==> src/rtl/clk_div_pkg.sv <==
// Shared sizing defaults and rate/duty helpers for the enable-based clock divider.
package clk_div_pkg;

  localparam int CNT_W_DEF = 8;
  localparam int SEL_W_DEF = 3;

  // Last counter value of a period, P-1 with P = 2^(sel+1).
  function automatic int unsigned period_last(input int unsigned sel);
    return (32'd2 << sel) - 32'd1;
  endfunction

  // Duty is a fraction of the full counter range; scale it down to the active period.
  function automatic int unsigned pwm_thr(input int unsigned duty, input int unsigned sel,
                                          input int unsigned cnt_w);
    return duty >> (cnt_w - 32'd1 - sel);
  endfunction

endpackage

==> src/rtl/clk_div_pwm_cmp.sv <==
// Registered PWM comparator: high while the period counter is below the scaled duty threshold.
// Holds its level while counting is disabled.
module clk_div_pwm_cmp
  import clk_div_pkg::*;
#(
  parameter int CNT_W = CNT_W_DEF,
  parameter int SEL_W = SEL_W_DEF
) (
  input  logic             clk,
  input  logic             reset,
  input  logic             en,
  input  logic [CNT_W-1:0] cnt,
  input  logic [CNT_W-1:0] duty_q,
  input  logic [SEL_W-1:0] sel_q,
  output logic             pwm_out
);

  logic [CNT_W-1:0] thr;

  assign thr = CNT_W'(pwm_thr(32'(duty_q), 32'(sel_q), CNT_W));

  always_ff @(posedge clk) begin
    if (reset) begin
      pwm_out <= 1'b0;
    end else if (en) begin
      pwm_out <= (cnt < thr);
    end
  end

endmodule

==> src/rtl/clk_div_sel.sv <==
// Single-clock divider: one counter yields tick, 50% square wave and PWM at a 2^(sel+1) rate.
// Ratio changes are handshaked and applied only at a period boundary (or at once while idle).
module clk_div_sel
  import clk_div_pkg::*;
#(
  parameter int CNT_W = CNT_W_DEF,
  parameter int SEL_W = SEL_W_DEF
) (
  input  logic             clk,
  input  logic             reset,
  input  logic             en,
  input  logic [SEL_W-1:0] div_sel,
  input  logic             sel_valid,
  output logic             sel_ready,
  input  logic [CNT_W-1:0] duty,
  output logic             tick,
  output logic             clk_out,
  output logic             pwm_out
);

  logic [CNT_W-1:0] cnt;
  logic [CNT_W-1:0] last;
  logic [CNT_W-1:0] duty_q;
  logic [SEL_W-1:0] sel_q;
  logic [SEL_W-1:0] sel_pend;
  logic             pend;
  logic             load_first;
  logic             wrap;
  logic             apply;
  logic             accept;

  assign last      = CNT_W'(period_last(32'(sel_q)));
  assign wrap      = en & (cnt == last);
  // With the counter stopped no period is in flight, so a pending ratio can land at once.
  assign apply     = pend & (wrap | ~en);
  assign sel_ready = ~pend;
  assign accept    = sel_valid & sel_ready;

  always_ff @(posedge clk) begin
    if (reset) begin
      cnt        <= '0;
      sel_q      <= '0;
      sel_pend   <= '0;
      pend       <= 1'b0;
      duty_q     <= '0;
      load_first <= 1'b1;
      tick       <= 1'b0;
      clk_out    <= 1'b0;
    end else begin
      load_first <= 1'b0;
      if (wrap || load_first) duty_q <= duty;
      tick <= wrap;
      if (en) clk_out <= cnt[sel_q];
      if (apply) begin
        cnt   <= '0;
        sel_q <= sel_pend;
        pend  <= 1'b0;
      end else begin
        if (en) cnt <= wrap ? '0 : cnt + CNT_W'(1);
        if (accept) begin
          pend     <= 1'b1;
          sel_pend <= div_sel;
        end
      end
    end
  end

  clk_div_pwm_cmp #(
    .CNT_W(CNT_W),
    .SEL_W(SEL_W)
  ) u_pwm (
    .clk    (clk),
    .reset  (reset),
    .en     (en),
    .cnt    (cnt),
    .duty_q (duty_q),
    .sel_q  (sel_q),
    .pwm_out(pwm_out)
  );

endmodule

==> config.mk <==
export PLATFORM = sky130hd
export DESIGN_NAME = clk_div_sel
export DESIGN_NICKNAME = d
export VERILOG_FILES = /design/src/rtl/clk_div_pkg.sv /design/src/rtl/clk_div_pwm_cmp.sv /design/src/rtl/clk_div_sel.sv
export SDC_FILE = /design/constraint.sdc
export NUM_CORES = 1
export LEC_CHECK = 0
export BUFFER_PORTS_ARGS = -buffer_cell sky130_fd_sc_hd__buf_2
export CORE_UTILIZATION = 40
export DETAILED_ROUTE_END_ITERATION = 6
export PLACE_DENSITY = 0.63
export SYNTH_ARGS = -nofsm -noshare
export SYNTH_HDL_FRONTEND = slang
export SYNTH_SLANG_ARGS = --single-unit
==> constraint.sdc <==
create_clock -name clk -period 3.4 [get_ports clk]
set_clock_uncertainty 0.15 [all_clocks]
set_input_delay 0.17 -clock clk [delete_from_list [all_inputs] [get_ports clk]]
set_output_delay 0.17 -clock clk [all_outputs]
set_load 0.005 [all_outputs]
==> results of run 1 <==
## cell families (layout without fill, tap and decap cells)
kind of cell | Yosys count | after routing | synth area share [%]
and+or+nand+nor | 84 | 84 | 24.3
AOI/OAI and AO/OA | 33 | 33 | 13.7
muxes | 27 | 27 | 16.2
DFF | 27 | 27 | 29.1
buffers and inverters | 26 | 45 | 5.93
xor gates and xnor gates | 10 | 10 | 4.71
adders and majority gates | 9 | 9 | 6.06
## stage by stage
| step | instance area (um2) | total power, mW | utilization, % |
|---|---|---|---|
| CTS | 2120 | 0.669 | 48.0 |
| floorplan | 1860 | 0.439 | - |
| detailed placement | 1960 | 0.467 | 44.4 |
| global route | 2120 | 0.700 | 48.0 |
| global placement | 1960 | 0.465 | 44.4 |
| finish | 2120 | 0.663 | 48.0 |
## worst reg2reg max path, cell delays in order (launching register included)
cell and delay, ns:
dfxtp_1 0.65, nor2_1 0.11, nand2_1 0.09, ha_1 0.28
nor4b_2 0.24, a211oi_1 0.07, o32a_1 0.34, a2111oi_4 0.52
nor2_2 0.21, mux2i_1 0.16
## routing by layer
layer / track usage [%] / vias up / wire [um]
met5: 0 / - / 0
li1: - / 802 / -
met3: 3.17 / 4 / 149
met1: 22.6 / 720 / 1910
met4: 3.78 / 0 / 44
met2: 27.0 / 28 / 1670
## flip-flops by register name (all words and copies together), names as in the netlist
register / flops
clk_out: 1
cnt: 8
duty_q: 8
load_first: 1
pend: 1
sel_pend: 3
sel_q: 3
tick: 1
u_pwm.pwm_out: 1
## worst paths after layout
path	from	end	depth (start not counted)
setup / recovery	sel_q[1]	duty_q[2]	9
hold / removal	en	clk_out	2
setup reg to reg	sel_q[1]	duty_q[2]	9
hold reg to reg	sel_pend[0]	sel_q[0]	2
## power groups by stage
stage                     Sequential, mW  Combinational (mW)  Clock, mW
after CTS                          0.346               0.123      0.200
after global routing               0.349               0.136      0.215
after floorplan                    0.349              0.0899          0
after global placement             0.353               0.112          0
final                              0.346               0.122      0.194
after detailed placement           0.354               0.113          0
## cells in the final DEF (no fill, tap or decap), types with 2 or more instances in the layout
cell / netlist / layout
a22oi_1: 2 / 2
clkbuf_8: 0 / 3
o22ai_1: 2 / 2
ha_1: 9 / 9
xnor2_1: 6 / 6
nor4_1: 5 / 5
inv_1: 6 / 6
a211oi_1: 2 / 2
mux2i_1: 21 / 21
dlygate4sd3_1: 0 / 11
mux4_2: 2 / 2
a31oi_1: 3 / 3
a21oi_1: 9 / 9
nand4_1: 4 / 4
mux2_1: 3 / 3
nor2b_1: 4 / 4
and3_1: 3 / 3
o211ai_1: 6 / 6
nand2_1: 17 / 17
buf_4: 1 / 3
buf_2: 6 / 18
nand2b_1: 23 / 23
inv_2: 2 / 2
xor2_1: 4 / 4
nand3_1: 7 / 7
nor2_1: 15 / 15
dfxtp_1: 27 / 27
## final cells by class
| cell class | instances | area share [%] |
|---|---|---|
| Clock buffer | 3 | 1.95 |
| Timing Repair Buffer | 32 | 10.5 |
| Tap cell | 52 | 3.07 |
| Sequential cell | 27 | 25.5 |
| Inverter | 9 | 1.59 |
| Clock inverter | 1 | 0.413 |
| Multi-Input combinational cell | 163 | 57.0 |
## what timing repair did
| item | in CTS | in global routing |
|---|---|---|
| endpoints found under the hold margin | 11 | 0 |
| hold buffers | 11 | 0 |
| setup buffers | 0 | 0 |
==> results.yml, run 1 <==
power:
  powerDensity_nw_per_um2: 313
  p_switching_uw: 184
  clock_power_share_pct: 29.3
  p_sw_share_pct: 27.8
  p_int_uw: 479
  peakVddDrop_mv: 0.257
  power_frac_seq_pct: 52.2
  p_leak_nw: 0.828
  p_comb_share_pct: 18.4
routing:
  drtAntennaViolNets: 0
  wl_per_cell_um: 13.1
  dr.pass1.iters: 4
  drc_errors: 0
  dr_total_vias: 1554
  drtIter0Drc: 120
  viasPerCell: 5.41
  routed_wl_um: 3770
layout:
  antennaDiodeCount: 0
  multiInputGateArea_um2: 1210
  n_fill_cell: 424
  drive_gt1_share_pct: 14.9
  instances_no_fill: 287
  area_delta_synth_final_pct: 14.1
  seq_area_um2: 541
  num-nets-final: 260
setup_path:
  crit_slowest_cell: "dfxtp_1"
  cp-end-kind: "flip-flop"
  critical-path-top-delay-family: "compound AO/OA/AOI/OAI gates"
  start_kind: "flip-flop"
  cp_data_required_time_ns: 3.41
  path_buf_inv: 0
  path_cells: "nor2_1 -> nand2_1 -> ha_1 -> nor4b_2 -> a211oi_1 -> o32a_1 -> a2111oi_4 -> nor2_2 -> mux2i_1"
  critPathKind: "flip-flop to flip-flop"
  cp_data_arrival_time_ns: 2.94
  regToRegSetupSlack_ns: 0.47
  max_stage_delay_ns: 0.65
  crit_fanout: 14
job:
  max-cap-violations: 0
synthesis:
  synth_area_um2: 1860
  synth_fp_nets: 240
  synthCells: 216
  synth_common_cells: "dfxtp_1 (27), nand2b_1 (23), mux2i_1 (21), nand2_1 (17), nor2_1 (15)"
  synth.largest_area_cell: "dfxtp_1"
  yosysTopAreaCellShare_pct: 29.1
  yosysMostFrequentCell: "dfxtp_1"
  ys_seq_area_share_pct: 29.1
  ys_ff_latch: 27
  postSynthAreaPerCell_um2: 8.60
  synthFlopType: "dfxtp_1"
  synth_area_leaders: "dfxtp_1 (29%), mux2i_1 (11%), nand2b_1 (7.7%), ha_1 (6.1%), nand2_1 (3.4%)"
  yosys_warnings: 0
  synth_cell_type_count: 45
  async_flop_share_pct: 0
  synth-edff-count: 0
clocking:
  htreeDepth: 1
  clock-sinks: 27
  cts_tree: "done"
  root_buffer: "clkbuf_8"
  cts_buffers: 3
  clk_latency_ns: 0.28
  cts.repair.resized: 0
  clk_pin_slew_ns: 0.10
  max-clock-path-buffers: 2
die:
  core_area_um2: 4410
  start_util_pct: 42.1
  die_y_um: 70.2
  die_area_um2: 4920
  rows: 24
  chipWidth_um: 70.2
  io_pins: 19
grt:
  grt_pass1_vias: 1490
  grt_max_degree: 39
  grt_pass1_wl_um: 6650
  grt_usage_pct: 16.6
  antenna_found_initial: 0
  grt_overflow: 0
sta:
  finalSetupViolations: 0
  setup_slack_ns: 0.472
  clock.fmax_ghz: 0.342
  slew-limit-headroom_pct: 64.6
  hold_ws_ns: 0.122
  finalCriticalPeriod_ns: 2.93
  hold_viol: 0
  final_max_slew_viol_count: 0
  fin_crit_sh_pct: 86.1
  tightestPinTransition_ns: 0.531
  rsz0062_at_grt: "false"
  setup_tns_ns: 0
worst_hold_path:
  hold_class: "primary input to flip-flop"
status:
  status: "finished clean"
placement:
  place_inst: 272
  place_ws_ns: 0.450
  place.gp.congestion: 0.803
  io_buffers: 18
  hpwl_um: 2760
Power figures use the tool's default switching activity.
==> run 2, diff against run 1 <==
--- a/config.mk
+++ b/config.mk
@@ -6,9 +6,9 @@
 export NUM_CORES = 1
 export LEC_CHECK = 0
 export BUFFER_PORTS_ARGS = -buffer_cell sky130_fd_sc_hd__buf_2
-export CORE_UTILIZATION = 40
+export CORE_UTILIZATION = 30
 export DETAILED_ROUTE_END_ITERATION = 6
-export PLACE_DENSITY = 0.63
+export PLACE_DENSITY = 0.51
 export SYNTH_ARGS = -nofsm -noshare
 export SYNTH_HDL_FRONTEND = slang
 export SYNTH_SLANG_ARGS = --single-unit
==> run 2 against run 1 <==
  * Clock power is essentially flat
  * Cell count grew 8.0%
  * Power grew 0.37%
  * Hold slack got worse by 0.0090 ns
  * Global-route usage down 3.4 points
  * Utilization down 12 points
  * Worst setup slack got worse by 0.082 ns
  * Flip-flop and latch count unchanged
  * Critical path depth stayed put
  * Critical path type unchanged
  * Largest cell class unchanged
==> results.yml, run 2 (synthesis results as in run 1) <==
die:
  core_area_um2: 5960
  die_area_um2: 6510
  start_util_pct: 31.2
  io_pins: 19
  chipWidth_um: 80.7
  rows: 28
  die_y_um: 80.7
clocking:
  cts_setup_buffers: 0
  ctsHoldBuffers: 11
  clock-sinks: 27
  clk_pin_slew_ns: 0.10
  cts.repair.resized: 0
  cts_tree: "done"
  cts_buffers: 3
  htreeDepth: 1
  root_buffer: "clkbuf_8"
  clk_latency_ns: 0.27
  max-clock-path-buffers: 2
setup_path:
  crit_slowest_cell: "dfxtp_1"
  crit_fanout: 14
  cp-end-kind: "flip-flop"
  cp_data_arrival_time_ns: 3.02
  max_stage_delay_ns: 0.68
  critPathKind: "flip-flop to flip-flop"
  start_kind: "flip-flop"
  cp_data_required_time_ns: 3.40
  path_cells: "nor2_1 -> nand2_1 -> ha_1 -> nor4b_2 -> a211oi_1 -> o32a_1 -> a2111oi_4 -> nor2_2 -> mux2i_1"
placement:
  place_ws_ns: 0.386
  io_buffers: 18
  place.gp.congestion: 0.805
  hpwl_um: 2840
layout:
  multiInputGateArea_um2: 1210
  antennaDiodeCount: 0
  n_fill_cell: 633
  num-nets-final: 260
  area_delta_synth_final_pct: 15.6
  final_common_cell: "dfxtp_1"
  final_cell_mix: "dfxtp_1 (27), nand2b_1 (23), mux2i_1 (21)"
  seq_area_um2: 541
  drive_gt1_share_pct: 14.9
  top_regs: "cnt: 8 flops, duty_q: 8 flops"
routing:
  drtIter0Drc: 67
  dr_total_vias: 1543
  dr.pass1.iters: 4
  drc_errors: 0
  viasPerCell: 4.98
  routed_wl_um: 3930
  wl_per_cell_um: 12.7
  drtAntennaViolNets: 0
job:
  max-cap-violations: 0
grt:
  grt_pass1_wl_um: 6730
  grt_max_degree: 39
  grt_usage_pct: 13.2
  antenna_found_initial: 0
  grt_pass1_vias: 1379
  grt_overflow: 0
sta:
  hold_viol: 0
  setup_tns_ns: 0
  clock.fmax_ghz: 0.332
  final_max_slew_viol_count: 0
  finalCriticalPeriod_ns: 3.01
  tightestPinTransition_ns: 0.547
  fin_crit_sh_pct: 88.5
  rsz0062_at_grt: "false"
  finalSetupViolations: 0
  setup_slack_ns: 0.390
  hold_ws_ns: 0.113
  slew-limit-headroom_pct: 63.5
power:
  peakVddDrop_mv: 0.238
  powerDensity_nw_per_um2: 310
  p_leak_nw: 0.828
worst_hold_path:
  hold_class: "primary input to flip-flop"
status:
  status: "finished clean"
[run 2: cell counts in the layout (fill, tap and decap cells not counted)]
No cell type changed its count.
[run 2: worst max-delay path: cells and delay by family, from the launching register on]
family                   cells  cell delay [ns]
adder cells (fa/ha/maj)      1             0.30
multiplexers                 1             0.16
AND/OR/NAND/NOR              4             0.67
flip-flops                   1             0.68
AO/OA/AOI/OAI                3             0.94
[run 2: metal layers]
| metal | GRT usage, % | up-vias | part of all wire [%] |
|---|---|---|---|
| met4 | 2.14 | 0 | 0.86 |
| li1 | - | 796 | - |
| met3 | 2.73 | 4 | 4.2 |
| met2 | 20.2 | 35 | 44 |
| met1 | 19.2 | 708 | 51 |
| met5 | 0 | - | 0 |
[run 2: worst paths after layout]
| path | startpoint | end | slack (ns) | depth (start not counted) |
|---|---|---|---|---|
| worst min-delay path | en | clk_out | 0.11 | 2 |
| worst max register to register | sel_q[1] | duty_q[4] | 0.39 | 9 |
| worst max-delay path | sel_q[1] | duty_q[4] | 0.39 | 9 |
| worst min register to register | sel_pend[0] | sel_q[0] | 0.33 | 2 |
[run 2: cell type report]
type,instances,share of cell area (%)
flip-flops and latches,27,25.2
multi-input cells,163,56.2
inverters,9,1.57
clock inverters,1,0.408
repair buffers,32,10.4
clock buffers,3,1.92
well taps,75,4.37
[run 2: report_power, final]
group	switching, mW	leakage [nW]	internal [mW]	total, mW
logic	0.0616	0.581	0.0609	0.123
registers	0.0150	0.221	0.332	0.347
clock network	0.110	0.0261	0.0861	0.196
[run 2: through the flow]
stage	util [%]	cells	total power, mW	cell area [um2]
floorplan	-	216	0.439	1860
global placement	33.4	295	0.468	1990
detailed placement	33.4	295	0.468	1990
CTS	36.1	310	0.682	2150
global route	36.1	310	0.707	2150
finish	36.1	310	0.666	2150
==> run 3, diff against run 2 <==
--- a/config.mk
+++ b/config.mk
@@ -5,10 +5,10 @@
 export SDC_FILE = /design/constraint.sdc
 export NUM_CORES = 1
 export LEC_CHECK = 0
-export BUFFER_PORTS_ARGS = -buffer_cell sky130_fd_sc_hd__buf_2
+export BUFFER_PORTS_ARGS = -buffer_cell sky130_fd_sc_hd__buf_4
 export CORE_UTILIZATION = 30
 export DETAILED_ROUTE_END_ITERATION = 6
-export PLACE_DENSITY = 0.51
+export PLACE_DENSITY = 0.53
 export SYNTH_ARGS = -nofsm -noshare
 export SYNTH_HDL_FRONTEND = slang
 export SYNTH_SLANG_ARGS = --single-unit
==> constraint.sdc (replaced) <==
create_clock -name clk -period 2.5 [get_ports clk]
set_clock_uncertainty 0.15 [all_clocks]
set_input_delay 0.125 -clock clk [delete_from_list [all_inputs] [get_ports clk]]
set_output_delay 0.125 -clock clk [all_outputs]
set_load 0.005 [all_outputs]
==> run 3 against run 2 <==
  * The run now ends with hold timing left
  * Non-clock buffer count rose by 17
  * Count of clock-buffer cells in the layout did not move
  * Register-to-register slack got worse by 0.27 ns
  * Hold slack got worse by 0.11 ns
  * First-iteration DRC count fell by 21%
  * Critical path depth did not move
  * Critical path type unchanged
  * Largest power group unchanged
==> results.yml, run 3 (synthesis results as in run 1) <==
clocking:
  htreeDepth: 1
  clk_latency_ns: 0.28
  cts_buffers: 3
  clock-sinks: 27
  clk_pin_slew_ns: 0.10
  root_buffer: "clkbuf_8"
  cts_tree: "done"
  max-clock-path-buffers: 2
setup_path:
  r2r-end: "duty_q[3]"
  critical-path-top-cell-by-count: "nor2_4"
  critical_path_depth: 9
  crit_fanout: 8
  rr_startpoint: "sel_q[1]"
  cp_data_required_time_ns: 2.52
  max_stage_delay_ns: 0.41
  crit_slowest_cell: "a2111oi_4"
  start_kind: "flip-flop"
  critical-path-top-delay-family: "compound AO/OA/AOI/OAI gates"
  critPathKind: "flip-flop to flip-flop"
  cp-end-kind: "flip-flop"
  regToRegSetupSlack_ns: 0.12
  cp_data_arrival_time_ns: 2.40
  worstRegToRegCells: 9
  path_buf_inv: 0
  path_cells: "nor2_4 -> nand2_2 -> ha_4 -> and4bb_1 -> a211oi_1 -> o32a_1 -> a2111oi_4 -> nor2_4 -> mux2i_1"
sta:
  hold_viol: 1
  hold_ws_ns: -0.000880
  setup_slack_ns: 0.118
  finalSetupViolations: 0
  final_max_slew_viol_count: 0
  slew-limit-headroom_pct: 72.4
  setup_tns_ns: 0
  clock.fmax_ghz: 0.420
  rsz0062_at_grt: "true"
  tightestPinTransition_ns: 0.413
  finalCriticalPeriod_ns: 2.38
  fin_crit_sh_pct: 95.3
status:
  status: "finished with violations"
  violations: "hold timing"
grt:
  grt_overflow: 0
  antenna_found_initial: 0
  grt_usage_pct: 13.9
  grt_pass1_vias: 1486
  grt_max_degree: 39
  grt_pass1_wl_um: 7040
placement:
  placed_cell_area_um2: 2160
  place.gp.congestion: 0.875
  place_inst: 310
  hpwl_um: 3060
  io_buffers: 18
  place_ws_ns: 0.0220
die:
  die_area_um2: 6510
  core_area_um2: 5960
  io_pins: 19
  die_y_um: 80.7
  rows: 28
  chipWidth_um: 80.7
  start_util_pct: 31.2
layout:
  instances_no_fill: 327
  drive_gt1_share_pct: 26.2
  stdcell_area_um2: 2420
  area_delta_synth_final_pct: 30.4
  num-nets-final: 277
  top_regs: "cnt: 8 flops, duty_q: 8 flops"
  n_fill_cell: 597
  final_cell_mix: "buf_4 (35), dfxtp_1 (24), nand2b_1 (22)"
  antennaDiodeCount: 0
  final_common_cell: "buf_4"
  post-route-util_pct: 40.7
worst_hold_path:
  min-delay-start: "reset"
  hold_class: "primary input to flip-flop"
  hold-path-endpoint: "load_first"
  hold_path_depth: 1
power:
  p_switching_uw: 263
  p_int_uw: 675
  powerDensity_nw_per_um2: 387
  p_comb_share_pct: 22.2
  peakVddDrop_mv: 0.272
  clock_power_share_pct: 28.0
  p_sw_share_pct: 28.0
  p_leak_nw: 0.955
  power_frac_seq_pct: 49.9
  fin_total_pwr_uw: 938
routing:
  wl_per_cell_um: 12.8
  viasPerCell: 4.96
  dr.pass1.iters: 4
  drc_errors: 0
  routed_wl_um: 4190
  drtIter0Drc: 53
  dr_total_vias: 1623
  drtAntennaViolNets: 0
job:
  max-cap-violations: 0
[run 3: cell count changes in the layout (fill, tap and decap cells not counted), moves of 2 or more]
cell / delta
buf_4: +32
buf_6: +2
nor2_4: +2
dfxtp_4: +2
nand2_1: -2
buf_2: -18
nand2_2: +2
dfxtp_1: -3
[run 3: power by group through the flow]
stage	sequential (mW)	clock [mW]	combinational, mW
2_1_floorplan	0.474	0	0.131
3_3_place_gp	0.479	0	0.182
3_5_place_dp	0.479	0	0.181
4_1_cts	0.469	0.278	0.197
5_1_grt	0.472	0.286	0.229
6_report	0.468	0.262	0.208
[run 3: worst max-delay path by stage]
stage                               end      from
after CTS                 u_pwm.pwm_out  sel_q[1]
after detailed placement  u_pwm.pwm_out  sel_q[1]
after global placement    u_pwm.pwm_out  sel_q[1]
after global routing          duty_q[4]  sel_q[1]
after floorplan                sel_q[1]  sel_q[1]
final                         duty_q[3]  sel_q[1]
[run 3: cell type report]
type,instances,area [um2],share of cell area (%)
clock inverter,1,7.51,0.310
sequential,27,549,22.7
inverter,9,33.8,1.39
timing repair buffer,49,405,16.7
multi-input combinational,163,1290,53.3
clock buffer,3,41.3,1.70
tap,75,93.8,3.87
[run 3: repair_timing]
action                                  CTS  global route
endpoints found under the hold margin    12             0
endpoints found under the setup margin    1            21
resized for setup                         2            17
pin swaps                                 0             9
buffers inserted                          0             1
hold buffers                             12             0
[run 3: metal layers]
layer	global-route usage, %	up-vias	wire length (um)	share of wire, %
met4	5.18	0	55	1.3
li1	-	832	-	-
met5	0	-	0	0
met3	1.82	6	111	2.6
met2	22.5	24	1930	46
met1	18.7	761	2090	50
